==> src/rtl/ram_port_arbiter.sv <==
// ram_port_arbiter: round-robin arbiter between the CPU and a secondary (DMA)
// master for the shared 8-bit x 4K SRAM. Each granted access runs a fixed
// IDLE -> SETUP -> STROBE -> DONE sequence. Addresses in the top page are
// steered to the I/O strobe instead of the SRAM chip enable.
module ram_port_arbiter #(
   parameter int          ADDR_W  = 12,
   parameter int          DATA_W  = 8,
   parameter logic [3:0]  IO_PAGE = 4'hF
) (
   input  logic              clk,
   input  logic              rst,
   input  logic              cpu_req,
   input  logic              cpu_we,
   input  logic [ADDR_W-1:0] cpu_addr,
   input  logic [DATA_W-1:0] cpu_wdata,
   output logic [DATA_W-1:0] cpu_rdata,
   output logic              cpu_ack,
   input  logic              dma_req,
   input  logic              dma_we,
   input  logic [ADDR_W-1:0] dma_addr,
   input  logic [DATA_W-1:0] dma_wdata,
   output logic [DATA_W-1:0] dma_rdata,
   output logic              dma_ack,
   output logic [ADDR_W-1:0] ram_a,
   output logic [DATA_W-1:0] ram_d_o,
   output logic              ram_d_oe,
   input  logic [DATA_W-1:0] ram_d_i,
   output logic              ram_ce_bar,
   output logic              ram_we_bar,
   output logic              io_sel,
   output logic              io_we,
   output logic              busy
);

   typedef enum logic [1:0] {IDLE, SETUP, STROBE, DONE} state_t;

   // Master ids: 0 = CPU, 1 = DMA
   localparam logic GRANT_CPU = 1'b0;
   localparam logic GRANT_DMA = 1'b1;

   state_t            state;
   state_t            state_next;
   logic              grant_q;
   logic              last_grant;
   logic              we_q;
   logic [ADDR_W-1:0] addr_q;
   logic [DATA_W-1:0] wdata_q;
   logic [DATA_W-1:0] cpu_rdata_q;
   logic [DATA_W-1:0] dma_rdata_q;
   logic              any_req;
   logic              pick_dma;
   logic              io_hit;

   assign any_req  = cpu_req | dma_req;
   // DMA wins when it is alone, or on a tie when the CPU was served last
   assign pick_dma = dma_req & (~cpu_req | (last_grant == GRANT_CPU));
   assign io_hit   = (addr_q[ADDR_W-1 -: 4] == IO_PAGE);

   // State register
   always_ff @(posedge clk) begin
      if (rst) begin
         state <= IDLE;
      end else begin
         state <= state_next;
      end
   end

   // Next-state logic: a grant always runs the full four-cycle sequence
   always_comb begin
      state_next = state;
      case (state)
         IDLE:    if (any_req) state_next = SETUP;
         SETUP:   state_next = STROBE;
         STROBE:  state_next = DONE;
         DONE:    state_next = IDLE;
         default: state_next = IDLE;
      endcase
   end

   // Latch the winner's request at grant, capture read data, track fairness
   always_ff @(posedge clk) begin
      if (rst) begin
         grant_q     <= GRANT_CPU;
         last_grant  <= GRANT_DMA;
         we_q        <= 1'b0;
         addr_q      <= '0;
         wdata_q     <= '0;
         cpu_rdata_q <= '0;
         dma_rdata_q <= '0;
      end else begin
         if (state == IDLE && any_req) begin
            grant_q <= pick_dma;
            we_q    <= pick_dma ? dma_we    : cpu_we;
            addr_q  <= pick_dma ? dma_addr  : cpu_addr;
            wdata_q <= pick_dma ? dma_wdata : cpu_wdata;
         end
         if (state == STROBE && !we_q) begin
            if (grant_q == GRANT_DMA) begin
               dma_rdata_q <= ram_d_i;
            end else begin
               cpu_rdata_q <= ram_d_i;
            end
         end
         if (state == DONE) begin
            last_grant <= grant_q;
         end
      end
   end

   // Pin decode purely from registered state and latched request fields
   always_comb begin
      ram_ce_bar = 1'b1;
      ram_we_bar = 1'b1;
      io_sel     = 1'b0;
      io_we      = 1'b0;
      ram_d_oe   = 1'b0;
      cpu_ack    = 1'b0;
      dma_ack    = 1'b0;
      if ((state == SETUP || state == STROBE) && we_q) begin
         ram_d_oe = 1'b1;
      end
      if (state == STROBE) begin
         if (io_hit) begin
            io_sel = 1'b1;
            io_we  = we_q;
         end else begin
            ram_ce_bar = 1'b0;
            ram_we_bar = ~we_q;
         end
      end
      if (state == DONE) begin
         cpu_ack = (grant_q == GRANT_CPU);
         dma_ack = (grant_q == GRANT_DMA);
      end
   end

   assign ram_a     = addr_q;
   assign ram_d_o   = wdata_q;
   assign cpu_rdata = cpu_rdata_q;
   assign dma_rdata = dma_rdata_q;
   assign busy      = (state != IDLE);

endmodule

==> config.mk <==
export PLATFORM = sky130hd
export DESIGN_NAME = ram_port_arbiter
export DESIGN_NICKNAME = d
export VERILOG_FILES = /design/src/rtl/ram_port_arbiter.sv
export SDC_FILE = /design/constraint.sdc
export NUM_CORES = 1
export LEC_CHECK = 0
export BUFFER_PORTS_ARGS = -buffer_cell sky130_fd_sc_hd__buf_2
export CAP_MARGIN = 10
export CORE_UTILIZATION = 35
export DETAILED_ROUTE_END_ITERATION = 8
export PLACE_DENSITY_LB_ADDON = 0.05
export SETUP_SLACK_MARGIN = 0.05
export SYNTH_ARGS = -nofsm -noshare
export SYNTH_HDL_FRONTEND = slang
export SYNTH_SLANG_ARGS = --single-unit
==> constraint.sdc <==
create_clock -name clk -period 1.8 [get_ports clk]
set_clock_uncertainty 0.05 [all_clocks]
set_input_delay 0.09 -clock clk [delete_from_list [all_inputs] [get_ports clk]]
set_output_delay 0.09 -clock clk [all_outputs]
set_load 0.1 [all_outputs]
==> impl_metrics.toml, run 1 <==
[worst_setup_path]
rrSetupSlack_ns = 0.27
cp_max_fo = 7
reg2reg_to = "cpu_rdata[3]"
path_cells = "inv_1 > ha_1 > nand2_1 > nor2_4 > buf_4"
start_kind = "flop"
r2r-start = "state[0]"
critPathBufInv = 2
crit_path_top_delay_cell = "dfxtp_1"
cpPeakStageDelay_ns = 0.33
crit_type = "reg2out"
r2r_cells = 6
worstPathRequired_ns = 1.66
crit_family = "buffers and inverters"
critPathArrivalTime_ns = 1.49
cp-end-kind = "output pin"

[finish]
finish.utilization_pct = 57.0
nFillCells = 490
final_cell_area_sq_um = 2750
layout_common_cells = "buf_2, nor2_1, dfxtp_1"
regArea_sq_um = 836
antenna_cells = 0
syn_to_final_growth_pct = 52.8
final_nets = 380
drive_above_1_share_pct = 41.4
mostFrequentLayoutCell = "buf_2"
multi_input_area_sq_um = 911

[logic_synthesis]
synth.largest_area_cell = "dfxtp_1"
synth.top_cells.by_area = "dfxtp_1, mux2i_1, nor2_1"
synthCells = 204
synth_nets = 261
avgSynthCellArea_sq_um = 8.81
ys_ff_latch = 41
synth_edf_count = 0
synthArstFlopShare_pct = 0
syn_area_sq_um = 1800
synthFlopType = "dfxtp_1"
synth-seq-area-share_pct = 45.7
synth_top_area_share_pct = 45.7
ys_warn_count = 0
synth.distinct_cells = 27

[timing]
rsz0062_at_grt = "no"
fin_ws_ns = 0.170
setup_tns_ns = 0
hold_viol_final = 0
finalCriticalPeriod_ns = 1.63
setup_viol = 0
period_share_pct = 90.5
tightest_slew_ns = 0.501
slew_headroom_pct = 66.8
slew_viol_final = 0
max_freq_ghz = 0.614

[route]
dr.pass1.iters = 4
drc = 0
routed_via_density = 4.63
drt_wl_total_microns = 4930
wl_per_cell_microns = 12.6
ant_nets = 0
drt_iter0_drc = 58
vias = 1812

[die]
rows = 25
fp.dieW_microns = 73.7
die_h_microns = 73.7
initial_utilization_pct = 37.3
die_area_sq_um = 5420
core-area_sq_um = 4820
io_pins = 98

[placement]
place_ws_ns = 0.260
gp_congestion = 0.724
place_area_sq_um = 2420
port_buffers = 97
hpwl_microns = 3390

[clocking]
clk_pin_slew_ns = 0.07
cts_tree = "yes"
cts.path.max_buffers = 2
htreeDepth = 2
cts_root_buf = "clkbuf_8"
cts_sinks = 41
post_cts_buffers = 0
cts_buffers = 5
clkLatencyLatePin_ns = 0.28

[global_route]
gr-usage-all-layers_pct = 19.0
grt_pass1_vias = 1728
grt-ovfl-total = 0
antenna_found_initial = 0
grt_max_degree = 24
grt_pass1_wl_microns = 7860

[power]
pwr_density_cell_nw_per_um2 = 1810
p_leak_nw = 1.34
power_mw = 4.97
peakVddDrop_v = 0.000946

[min_path]
worstHoldEndpoint = "ram_d_o[7]"
hp-start = "cpu_wdata[7]"
hold_path_class = "in2reg"
holdPathStages = 3

[job]
maxCapViolCount = 0

[status]
status = "finished clean"
==> per-layer routing <==
| layer | wire (microns) | part of all wire, % | track usage (%) |
|---|---|---|---|
| met1 | 2210 | 45 | 23.8 |
| met2 | 2310 | 47 | 30.5 |
| met3 | 367 | 7.4 | 7.41 |
| met4 | 41 | 0.83 | 5.13 |
| met5 | 0 | 0 | 0 |
==> worst max-delay path by stage <==
stage | endpoint | from | depth (start not counted) | slack (ns)
after floorplan | state[1] | state[0] | 5 | 0.03
after global placement | cpu_rdata[1] | state[0] | 6 | 0.32
after detailed placement | cpu_rdata[3] | state[0] | 6 | 0.26
after CTS | ram_we_bar | ram_a[9] | 3 | 0.05
after global routing | io_we | state[0] | 5 | 0.06
final | io_we | state[0] | 5 | 0.17
==> sequential cells by signal, indices dropped and copies added (netlist names) <==
name,count
ram_d_o,8
grant_q,1
cpu_rdata,8
last_grant,1
ram_a,12
state,2
we_q,1
dma_rdata,8
==> Yosys cell counts (all sizes together) (2+ instances only) <==
master	number
a211oi	22
a21oi	22
and2	2
buf	12
clkbuf	3
dfxtp	41
ha	3
inv	5
mux2i	16
nand2	23
nor2	42
==> timing repair <==
item / 4_1_cts / 5_1_grt
hold endpoints to repair: 22 / 1
endpoints found under the setup margin: 2 / 4
resized for setup: 2 / 4
hold buffers: 21 / 1
==> stage by stage <==
| step | instances | hold slack (ns) |
|---|---|---|
| CTS | 390 | 0.0000829 |
| detailed placement | 361 | 0.286 |
| global route | 391 | 0.00704 |
| floorplan | 204 | 0.171 |
| finish | 391 | 0.0119 |
| global placement | 361 | 0.282 |
==> cell families (layout without fill, tap and decap cells) <==
kind of cell / count (synthesis) / count (layout) / share of synthesized area, %
and+or+nand+nor: 73 / 73 / 16.4
AOI/OAI and AO/OA: 51 / 51 / 21.6
DFF: 41 / 41 / 45.7
buffers and inverters: 20 / 140 / 5.29
muxes: 16 / 16 / 8.91
adders and majority gates: 3 / 3 / 2.09
==> final cells by class <==
cell class	count	share of cell area, %
multi-input cells	143	33.2
flip-flops and latches	41	30.4
repair buffers	127	29.4
clock buffers	8	3.28
well taps	67	3.05
inverters	5	0.684
==> worst reg2reg max path, cell delays in order (launching register included) <==
cell	delay [ns]
dfxtp_1	0.33
inv_1	0.08
ha_1	0.29
nor3b_2	0.20
buf_4	0.21
mux2i_1	0.20
nor2_1	0.05
==> report_power, final <==
group / leakage, nW / switching (mW) / internal (mW)
clock: 0.0455 / 0.292 / 0.313
sequential: 0.339 / 0.136 / 1.16
combinational: 0.956 / 2.39 / 0.686
total: 1.34 / 2.82 / 2.15
No activity file was read; power rests on OpenSTA's default activity.
==> inputs of run 2 (changes only) <==
--- a/config.mk
+++ b/config.mk
@@ -10,6 +10,7 @@
 export CORE_UTILIZATION = 35
 export DETAILED_ROUTE_END_ITERATION = 8
 export PLACE_DENSITY_LB_ADDON = 0.05
+export RECOVER_POWER = 100
 export SETUP_SLACK_MARGIN = 0.05
 export SYNTH_ARGS = -nofsm -noshare
 export SYNTH_HDL_FRONTEND = slang
==> run 2 against run 1 <==
Effect of this change: worst setup slack worse by 0.011 ns; cell count is the same; utilization down 0.49 points; register-to-register slack lost 0.09 ns; global-route usage is the same; hold slack is essentially flat; via count is 0.50% higher; fmax shrank 0.69%; cell area is 0.87% lower; sequential share of layout area rose by 0.13 points; critical path type unchanged; largest cell class unchanged; highest routed layer unchanged.
==> impl_metrics.toml, run 2 (synthesis results as in run 1) <==
[status]
status = "finished clean"

[clocking]
cts_root_buf = "clkbuf_8"
clk_pin_slew_ns = 0.07
htreeDepth = 2
cts_buffers = 5
cts_sinks = 41
clkLatencyLatePin_ns = 0.28
cts_tree = "yes"
post_cts_buffers = 0
cts.path.max_buffers = 2

[worst_setup_path]
rrSetupSlack_ns = 0.18
reg2reg_to = "cpu_rdata[3]"
cp_max_fo = 4
path_cells = "nand4_1 > nand3_2 > clkbuf_4"
crit_type = "reg2out"
r2r_cells = 6
endpoint = "ram_we_bar"
crit_path_top_delay_cell = "dfxtp_1"
cp-end-kind = "output pin"
critPathArrivalTime_ns = 1.50
worstPathRequired_ns = 1.66
r2r-start = "state[0]"
start_kind = "flop"
startpoint = "ram_a[10]"
cpPeakStageDelay_ns = 0.35

[power]
comb_power_share_pct = 61.4
pwr-share-clk_pct = 12.2
pwr_density_cell_nw_per_um2 = 1810
pwr-share-seq_pct = 26.3
power_mw = 4.93
switching_power_mw = 2.81
p_leak_nw = 1.31
sw_frac_of_total_pct = 57.1
peakVddDrop_v = 0.000937
intPower_mw = 2.12

[finish]
nFillCells = 493
final_cell_area_sq_um = 2720
syn_to_final_growth_pct = 51.5
multi_input_area_sq_um = 901
final_nets = 380
final_cells = 391
drive_above_1_share_pct = 40.4
largest_reg_flops = 12
finish.utilization_pct = 56.5
antenna_cells = 0
mostFrequentLayoutCell = "buf_2"
layout_common_cells = "buf_2, clkbuf_2, nor2_1"
regArea_sq_um = 832

[timing]
hold_viol_final = 0
max_freq_ghz = 0.609
setup_viol = 0
slew_headroom_pct = 62.9
slew_viol_final = 0
setup_tns_ns = 0
tightest_slew_ns = 0.559
finalCriticalPeriod_ns = 1.64
fin_ws_ns = 0.159
timing.hold.ws_ns = 0.0117
rsz0062_at_grt = "no"
period_share_pct = 91.2

[placement]
place_ws_ns = 0.260
dp.cells = 361
gp_congestion = 0.724
place_area_sq_um = 2420
hpwl_microns = 3390
port_buffers = 97

[min_path]
hold_path_class = "in2reg"

[route]
ant_nets = 0
vias = 1821
dr.pass1.iters = 4
wl_per_cell_microns = 12.7
drt_iter0_drc = 51
routed_via_density = 4.66
drc = 0
drt_wl_total_microns = 4960

[die]
die_h_microns = 73.7
die_area_sq_um = 5420
core-area_sq_um = 4820
initial_utilization_pct = 37.3
io_pins = 98
fp.dieW_microns = 73.7
rows = 25

[global_route]
grt_pass1_wl_microns = 7860
grt_max_degree = 24
antenna_found_initial = 0
gr-usage-all-layers_pct = 19.0
grt_pass1_vias = 1728
grt-ovfl-total = 0

[job]
maxCapViolCount = 0
==> run 2: changes by cell type in the layout (fill, tap and decap cells not counted), sizes merged <==
cell | before | now
clkbuf | 12 | 55
buf | 101 | 58
==> run 2: final cells by class <==
type	instances	share of cell area [%]
sequential	41	30.6
clock buffer	8	3.31
timing repair buffer	127	29.2
tap	67	3.08
inverter	5	0.690
multi-input combinational	143	33.1
==> run 2: repair_timing <==
item / in CTS / in global routing
hold buffers: 21 / 1
gates resized for setup: 2 / 4
endpoints found under the setup margin: 2 / 4
hold endpoints to repair: 22 / 1
gates cloned: 0 / 0
==> run 2: critical path, delay by kind of cell, from the launching register on <==
| kind | cells | cell delay (ns) |
|---|---|---|
| flops | 1 | 0.35 |
| buf+inv | 1 | 0.34 |
| simple gates | 2 | 0.52 |
==> run 2: worst min path at each step <==
stage / from / end / slack, ns / cells after the start
finish: cpu_wdata[7] / ram_d_o[7] / 0.01 / 3
detailed placement: cpu_addr[9] / ram_a[9] / 0.29 / 3
CTS: cpu_wdata[2] / ram_d_o[2] / 0.00008 / 3
floorplan: cpu_addr[8] / ram_a[8] / 0.17 / 2
global placement: cpu_addr[8] / ram_a[8] / 0.28 / 3
global route: cpu_wdata[2] / ram_d_o[2] / 0.007 / 3
==> run 2: power groups by stage <==
stage	logic (mW)	registers [mW]	clock network (mW)
3_3_place_gp	3.02	1.31	0
3_5_place_dp	3.04	1.31	0
6_report	3.03	1.30	0.603
4_1_cts	3.07	1.30	0.629
5_1_grt	3.20	1.33	0.685
2_1_floorplan	1.12	2.69	0
==> run 2: metal layers <==
layer / track usage (%) / share of wire, % / routed length, microns / up-vias
met1: 23.8 / 45 / 2220 / 817
met2: 30.5 / 47 / 2320 / 63
met4: 5.13 / 0.83 / 41 / 0
li1: - / - / - / 936
met3: 7.41 / 7.6 / 377 / 5
met5: 0 / 0 / 0 / -
